[src/rtl/rom_weight_sequencer.sv]
// rom_weight_sequencer: walks a neuron weight ROM (1-cycle synchronous read)
// and streams the weights to the MAC over a valid/ready interface.
// A 2-entry skid FIFO absorbs the ROM read latency so that backpressure on
// ready_i never loses or duplicates a word.
// Optional build macro: ROM_WRITE_EN adds a PROG state and ROM write ports
// so the weights can be loaded before a read pass.
//
// Handshake: a weight transfers on a rising edge where valid_o & ready_i;
// valid_o and weight_o stay stable while valid_o=1 and ready_i=0, and
// valid_o never depends combinationally on ready_i.
module rom_weight_sequencer #(
    parameter int depth     = 3,
    parameter int width     = 8,
    parameter int N_WEIGHTS = 8
) (
    input  logic             clk_i,
    input  logic             reset_i,
    input  logic             start_i,
    output logic             ready_o,
    input  logic             abort_i,
    output logic [depth-1:0] rom_addr_o,
    input  logic [width-1:0] rom_data_i,
    output logic [width-1:0] weight_o,
    output logic             valid_o,
    input  logic             ready_i,
    output logic             last_o,
    output logic             done_o
`ifdef ROM_WRITE_EN
    ,
    input  logic             prog_valid_i,
    input  logic [width-1:0] prog_data_i,
    output logic [width-1:0] rom_wdata_o,
    output logic             rom_wen_o
`endif
);

    localparam int            LAST     = N_WEIGHTS - 1;
    localparam logic [depth:0] N_CNT    = N_WEIGHTS[depth:0];
    localparam logic [depth:0] LAST_CNT = LAST[depth:0];

    typedef enum logic [1:0] {IDLE, RUN, DONE, PROG} state_t;

    state_t state;
    state_t state_nxt;

    // issue_cnt is one bit wider than the address so that N_WEIGHTS = 2**depth
    // can be represented without the final address wrapping to 0
    logic [depth:0]   issue_cnt;
    logic [depth:0]   recv_cnt;
    logic             pend;
    logic [width-1:0] fifo_mem [2];
    logic             wr_ptr;
    logic             rd_ptr;
    logic [1:0]       occ;
    logic [2:0]       fill;
    logic             pop;
    logic             issue;
    logic             last_xfer;
    logic             flush;

    assign pop       = valid_o & ready_i;
    assign fill      = {1'b0, occ} + {2'b00, pend} - {2'b00, pop};
    assign flush     = (state == RUN) && abort_i;
    assign issue     = (state == RUN) && !abort_i && (issue_cnt < N_CNT) && (fill < 3'd2);
    assign last_xfer = (state == RUN) && pop && (recv_cnt == LAST_CNT);

`ifdef ROM_WRITE_EN
    logic [depth:0] wr_cnt;
    logic           wr_fire;

    assign wr_fire = (state == PROG) && prog_valid_i && !abort_i;
`endif

    // state register
    always_ff @(posedge clk_i) begin
        if (!reset_i) state <= IDLE;
        else          state <= state_nxt;
    end

    // next-state logic; abort beats a same-cycle last transfer
    always_comb begin
        state_nxt = state;
        case (state)
            IDLE: begin
                if (start_i) state_nxt = RUN;
`ifdef ROM_WRITE_EN
                else if (prog_valid_i) state_nxt = PROG;
`endif
            end
            RUN: begin
                if (abort_i)        state_nxt = IDLE;
                else if (last_xfer) state_nxt = DONE;
            end
            DONE: state_nxt = IDLE;
            PROG: begin
`ifdef ROM_WRITE_EN
                if (abort_i)                              state_nxt = IDLE;
                else if (prog_valid_i && wr_cnt == LAST_CNT) state_nxt = DONE;
`else
                state_nxt = IDLE;
`endif
            end
            default: state_nxt = IDLE;
        endcase
    end

    // outputs decoded from state and counters
    always_comb begin
        ready_o    = reset_i && (state == IDLE);
        done_o     = (state == DONE);
        valid_o    = (occ != 2'd0);
        weight_o   = valid_o ? fifo_mem[rd_ptr] : '0;
        last_o     = valid_o && (recv_cnt == LAST_CNT);
        rom_addr_o = (issue_cnt >= N_CNT) ? LAST_CNT[depth-1:0] : issue_cnt[depth-1:0];
`ifdef ROM_WRITE_EN
        rom_wen_o   = wr_fire;
        rom_wdata_o = wr_fire ? prog_data_i : '0;
        if (state == PROG) rom_addr_o = wr_cnt[depth-1:0];
`endif
    end

    // read issue / receive counters and the pending-read flag
    always_ff @(posedge clk_i) begin
        if (!reset_i || state != RUN || abort_i) begin
            issue_cnt <= '0;
            recv_cnt  <= '0;
            pend      <= 1'b0;
        end else begin
            if (issue) issue_cnt <= issue_cnt + 1'b1;
            if (pop)   recv_cnt  <= recv_cnt + 1'b1;
            pend <= issue;
        end
    end

    // 2-entry skid FIFO: capture ROM data one cycle after each issued read
    always_ff @(posedge clk_i) begin
        if (!reset_i) begin
            fifo_mem[0] <= '0;
            fifo_mem[1] <= '0;
            wr_ptr      <= 1'b0;
            rd_ptr      <= 1'b0;
            occ         <= 2'd0;
        end else if (flush) begin
            wr_ptr <= 1'b0;
            rd_ptr <= 1'b0;
            occ    <= 2'd0;
        end else begin
            if (pend) begin
                fifo_mem[wr_ptr] <= rom_data_i;
                wr_ptr           <= ~wr_ptr;
            end
            if (pop) rd_ptr <= ~rd_ptr;
            occ <= occ + {1'b0, pend} - {1'b0, pop};
        end
    end

`ifdef ROM_WRITE_EN
    // write counter for the programming pass
    always_ff @(posedge clk_i) begin
        if (!reset_i || state != PROG) wr_cnt <= '0;
        else if (wr_fire)              wr_cnt <= wr_cnt + 1'b1;
    end
`endif

    // parameter legality and FIFO overflow guard
    always_ff @(posedge clk_i) begin
        if (reset_i) begin
            assert (N_WEIGHTS >= 1 && N_WEIGHTS <= (1 << depth));
            assert (!(pend && !pop && occ == 2'd2));
        end
    end

endmodule
[config.mk]
export PLATFORM = sky130hd
export DESIGN_NAME = rom_weight_sequencer
export DESIGN_NICKNAME = d
export VERILOG_FILES = /design/src/rtl/rom_weight_sequencer.sv
export SDC_FILE = /design/constraint.sdc
export NUM_CORES = 1
export LEC_CHECK = 0
export CELL_PAD_IN_SITES_DETAIL_PLACEMENT = 1
export CELL_PAD_IN_SITES_GLOBAL_PLACEMENT = 1
export CORE_ASPECT_RATIO = 0.8
export CORE_MARGIN = 4
export CORE_UTILIZATION = 35
export CTS_BUF_LIST = sky130_fd_sc_hd__clkbuf_4 sky130_fd_sc_hd__clkbuf_8 sky130_fd_sc_hd__clkbuf_16
export CTS_CLUSTER_SIZE = 16
export DETAILED_ROUTE_END_ITERATION = 12
export PLACE_DENSITY = 0.76
export SYNTH_ARGS = -nofsm -noshare
export SYNTH_HDL_FRONTEND = slang
export SYNTH_SLANG_ARGS = --single-unit
[constraint.sdc]
create_clock -name clk_i -period 2.05 [get_ports clk_i]
set_clock_uncertainty 0.1 [all_clocks]
set_input_delay 0.3075 -clock clk_i [delete_from_list [all_inputs] [get_ports clk_i]]
set_output_delay 0.3075 -clock clk_i [all_outputs]
set_load 0.03 [all_outputs]
# After elaboration in Yosys (flattened, before gate mapping)
# Memory sizes are Yosys's and may differ from the RTL's. A register that Yosys moved wholly into a read port is not among the register bits.
# Cells that the tools add are included.
[op_classes]
n_addsub = 6
n_mul = 0
n_div = 0
order_cmp = 3
n_eq_ne = 7
n_shift = 0
muxes = 16
bitwise_logic = 4
reduce_logical = 18
[op_table]
columns = ["op", "n"]
rows = [
  ["8-bit two-way mux", 2],
  ["1-bit two-way mux", 9],
  ["4-bit by 1-bit adder with 4-bit output, second input constant", 2],
  ["1-bit logical AND", 8],
  ["8-bit OR reduction", 1],
  ["2-bit two-way mux", 3],
  ["2-bit one-hot mux with 3 select lines", 1],
  ["2-bit equality test, second input constant", 2],
  ["4-bit by 3-bit equality test with 1-bit output, second input constant", 1],
  ["4-bit >= comparator, second input constant", 1],
  ["4-bit < comparator, second input constant", 1],
  ["2-bit OR reduction", 2],
  ["2-bit by 1-bit adder with 3-bit output", 1],
  ["3-bit by 2-bit < comparator with 1-bit output, second input constant", 1],
  ["3-bit two-way mux", 1],
  ["3-bit != test, second input constant", 1],
  ["1-bit NOT", 3],
  ["3-bit by 1-bit subtractor with 3-bit output", 1],
  ["2-bit by 1-bit adder with 2-bit output", 1],
  ["2-bit by 1-bit equality test with 1-bit output, second input constant", 1],
  ["1-bit logical NOT", 2],
  ["2-bit logical NOT", 1],
  ["1-bit logical OR", 2],
  ["2-bit by 1-bit != test with 1-bit output, second input constant", 1],
  ["other kinds (5)", 5],
]
[word_totals]
regBits = 15
latch_bits = 0
ramBits = 16
rom_bits = 0
input_bits = 13
out_inout_bits = 15
word_cells = 62
memories = 1
[mem_list]
columns = ["name", "words", "width", "rd", "rd_clocked_by_memory_dff", "write_ports", "line_no", "text"]
rows = [
  ["fifo_mem", 2, 8, 1, 1, 2, "51", "logic [width-1:0] fifo_mem [2];"],
]

# Logic depth before layout (Yosys ltp)
[logic_depth]
depth_word = 7
depth_mapped = 9
ltp_nobuf = 8

# Worst setup path before layout
# OpenSTA, ideal clock, no wires.
[synth_path]
path_type = "reg-to-reg"
startpoint = "reg occ[0]"
endpoint = "reg issue_cnt[2]"
setup_time_ns = 0.059
arrival_time_ns = 2.022
required_ns = 1.891
path_slack_ns = -0.131
path_stages_with_launch = 9
period_less_slack_ns = 2.181
cell_sequence = "dfxtp_1 inv_1 nand3_1 o21ai_0 ha_1 fa_1 or3b_1 or4_1 nand2_1"
[synth_via]
elab_chain_len = 5
[synth_rtl]
columns = ["element", "line_no", "text"]
rows = [
  ["start, declared", "54", "logic [1:0] occ;"],
  ["start signal, assigned", "153", "occ <= occ + {1'b0, pend} - {1'b0, pop};"],
  ["branches (longest 2 deep; another with 2-bit by 1-bit adder with 3-bit output)", "-", ""],
  ["3-bit by 1-bit subtractor with 3-bit output (*)", "62", "assign fill = {1'b0, occ} + {2'b00, pend} - {2'b00, pop};"],
  ["named net fill[1]", "55", "logic [2:0] fill;"],
  ["3-bit by 2-bit < comparator with 1-bit output (*)", "64", "assign issue = (state == RUN) && !abort_i && (issue_cnt < N_CNT) && (fill < 3'd2);"],
  ["1-bit logical AND (*)", "64", ""],
  ["end signal, assigned", "129", "if (issue) issue_cnt <= issue_cnt + 1'b1;"],
  ["end, declared", "48", "logic [depth:0] issue_cnt;"],
]
# Mark *: on every way through the listed nets, which the timed path passes.
# A chain may end at the register's enable or synchronous reset.

# Worst setup path after layout
# Ends and elaborated chain as after synthesis.

==> results.py <==
metrics = {
    "synthesis": {
        "synth-async-reset-ratio": 0,
        "ys_types": 35,
        "yosysSeqAreaShare": 0.533,
        "synthFlopType": "edfxtp_1",
        "yosysWarnings": 0,
        "synthesis.nets": 157,
        "synth-seq-cells": 32,
        "synth-edff-count": 16,
        "netlist_area_um2": 1500,
        "syn_avg_cell_area_um2": 10.8,
        "netlist_instances": 139,
    },
    "place": {
        "dp_hpwl_um": 2640,
        "place.gp.congestion": 0.763,
        "dp_slack_ns": -0.686,
        "placed_area_um2": 1920,
        "place_inst": 230,
        "port_buffers": 27,
    },
    "status": {
        "violations": "negative setup slack",
        "status": "complete, but fails checks",
    },
    "floorplan": {
        "io_pins": 28,
        "num_rows": 21,
        "design.die.area_um2": 5410,
        "die_h_um": 66.6,
        "die_w_um": 81.3,
        "start_util": 0.362,
        "coreArea_um2": 4150,
    },
    "power_and_ir_drop": {
        "power_density_nw_per_um2": 616,
        "power_leakage_uw": 0.000834,
        "ir_drop_mv": 0.359,
    },
    "global_routing": {
        "overflow": 0,
        "grt_pass1_vias": 1317,
        "grt_max_degree": 11,
        "antenna_found_initial": 0,
        "track_usage": 0.151,
        "grt_pass1_wl_um": 6030,
    },
    "detailed_routing": {
        "wl_per_cell_um": 14.6,
        "antenna_left": 0,
        "vias_per_cell": 4.77,
        "first_pass_iters": 4,
        "drt_wl_total_um": 3510,
        "num_vias": 1145,
        "drc": 0,
        "first_iter_violations": 55,
    },
    "finish": {
        "final_nets": 200,
        "layout.cells.most_common_list": "buf_4, and2_1, edfxtp_1",
        "antenna_cells": 0,
        "fin_cells": 240,
        "layout-drive-gt1-share": 0.230,
        "final_common_cell": "buf_4",
        "area.growth.synth_to_final_pct": 35.6,
        "postLayoutCellArea_um2": 2040,
    },
    "min_path": {
        "hold_start": "rd_ptr$_SDFFE_PP0P_",
        "min_to": "rd_ptr$_SDFFE_PP0P_",
        "hold_depth": 2,
        "hold_class": "flop to flop",
    },
    "sta": {
        "setup_tns_ns": -0.242,
        "setup_viol": 3,
        "hold_viol_final": 0,
        "maxSlewViolCount": 0,
        "max_freq_mhz": 447,
        "setup_ws_ns": -0.185,
        "holdWs_ns": 0.407,
        "period_minus_slack_ns": 2.23,
        "rsz0062_at_grt": "true",
        "worstMarginPinSlew_ns": 0.453,
        "min_period_over_period": 1.09,
        "slew-limit-headroom": 0.696,
    },
    "setup_path": {
        "cp_max_fo": 2,
        "worstPathRequired_ns": 2.18,
        "slowest_stage": "fa_1",
        "r2r_slack_ns": -0.18,
        "r2r_start": "occ[0]$_SDFF_PP0_",
        "cp_data_arrival_time_ns": 2.37,
        "reg2reg_depth": 8,
        "worstPathCellList": "inv_2 -> nand3_2 -> o21ai_2 -> ha_2 -> fa_1 -> or3b_4 -> or4_4 -> nand2_1",
        "cp-start-kind": "flop",
        "slowest_delay_ns": 0.49,
        "criticalPathCategory": "flop to flop",
        "end_kind": "flop",
        "timing.rr.end": "issue_cnt[2]$_SDFFE_PP0P_",
    },
    "clocking": {
        "worst_skew_pair.late_latency_ns": 0.28,
        "clk_pin_slew_ns": 0.07,
        "clock-sinks": 32,
        "cts_buffers": 5,
        "cts.path.max_buffers": 2,
        "htreeDepth": 2,
        "cts_tree": "built",
        "cts_root_buf": "clkbuf_8",
        "hold_buffers": 0,
    },
    "job": {
        "cap_violations": 0,
    },
}
synth_stat cells (2+ instances only):
| library cell | n | share of area |
|---|---|---|
| and2_1 | 16 | 0.067 |
| dfxtp_1 | 16 | 0.21 |
| edfxtp_1 | 16 | 0.32 |
| nor2_1 | 15 | 0.037 |
| mux2i_1 | 11 | 0.073 |
| nand2_1 | 10 | 0.025 |
| o21ai_0 | 6 | 0.020 |
| inv_1 | 5 | 0.012 |
| clkbuf_1 | 4 | 0.010 |
| ha_1 | 4 | 0.033 |
| or2_2 | 3 | 0.012 |
| or3_1 | 3 | 0.012 |
| a21oi_1 | 2 | 0.0067 |
| and3_1 | 2 | 0.0083 |
| nand3_1 | 2 | 0.0067 |
| nand3b_1 | 2 | 0.010 |
| nor3b_1 | 2 | 0.010 |
| xnor2_1 | 2 | 0.012 |
| xor2_1 | 2 | 0.012 |
where the power goes:
part	switching (µW)	internal, µW
registers	11.0	689
clock network	223	230
logic	50.1	51.8
worst max-delay path: cells and delay by family (launching register included):
kind / cells / cell delay [ns]
simple gates: 4 / 0.97
fa+ha+maj: 2 / 0.67
flops: 1 / 0.34
compound gates: 1 / 0.06
buf+inv: 1 / 0.05
through the flow:
step	utilization	total power (µW)
2_1_floorplan	-	757
3_3_place_gp	0.463	812
3_5_place_dp	0.463	818
4_1_cts	0.484	1270
5_1_grt	0.491	1310
6_report	0.491	1260
routing by layer:
| metal | track usage | routed length (µm) | share of wire | vias up |
|---|---|---|---|---|
| met5 | 0 | 0 | 0 | - |
| met4 | 0.0633 | 61 | 0.017 | 0 |
| met3 | 0.0405 | 134 | 0.038 | 8 |
| met2 | 0.277 | 1870 | 0.53 | 15 |
| met1 | 0.162 | 1450 | 0.41 | 566 |
| li1 | - | - | - | 556 |
worst max path at each step:
stage,cells after the start,end,from
2_1_floorplan,8,issue_cnt[2]$_SDFFE_PP0P_,occ[0]$_SDFF_PP0_
3_3_place_gp,8,issue_cnt[2]$_SDFFE_PP0P_,ready_i
3_5_place_dp,8,issue_cnt[2]$_SDFFE_PP0P_,ready_i
4_1_cts,8,issue_cnt[2]$_SDFFE_PP0P_,occ[0]$_SDFF_PP0_
5_1_grt,8,issue_cnt[2]$_SDFFE_PP0P_,occ[0]$_SDFF_PP0_
6_report,8,issue_cnt[2]$_SDFFE_PP0P_,occ[0]$_SDFF_PP0_
flip-flops by register name (all words and copies together), names as in the netlist, named ones only:
register   cells
fifo_mem      16
issue_cnt      4
occ            2
pend           1
rd_ptr         1
recv_cnt       4
state          2
wr_ptr         1
area by class of cell:
cell class,count,area [µm²]
Fill cell,490,2110
Clock inverter,3,13.8
Multi-Input combinational cell,96,694
Sequential cell,32,805
Tap cell,57,71.3
Timing Repair Buffer,42,365
Clock buffer,5,68.8
Inverter,5,18.8
logic make-up (layout without fill, tap and decap cells):
logic type,Yosys count,in the layout,synth area share
AND/OR/NAND/NOR,66,66,0.260
flip-flops,32,32,0.533
multiplexers,11,11,0.0733
buffers and inverters,11,55,0.0291
AO/OA/AOI/OAI,10,10,0.0350
adder cells (fa/ha/maj),5,5,0.0466
XOR/XNOR,4,4,0.0233
timing repair:
item,in CTS,in global routing
gates resized for setup,12,8
setup endpoints to repair,14,5
pin swaps,3,3
setup buffers,2,0
No activity file was read; power rests on OpenSTA's default activity.
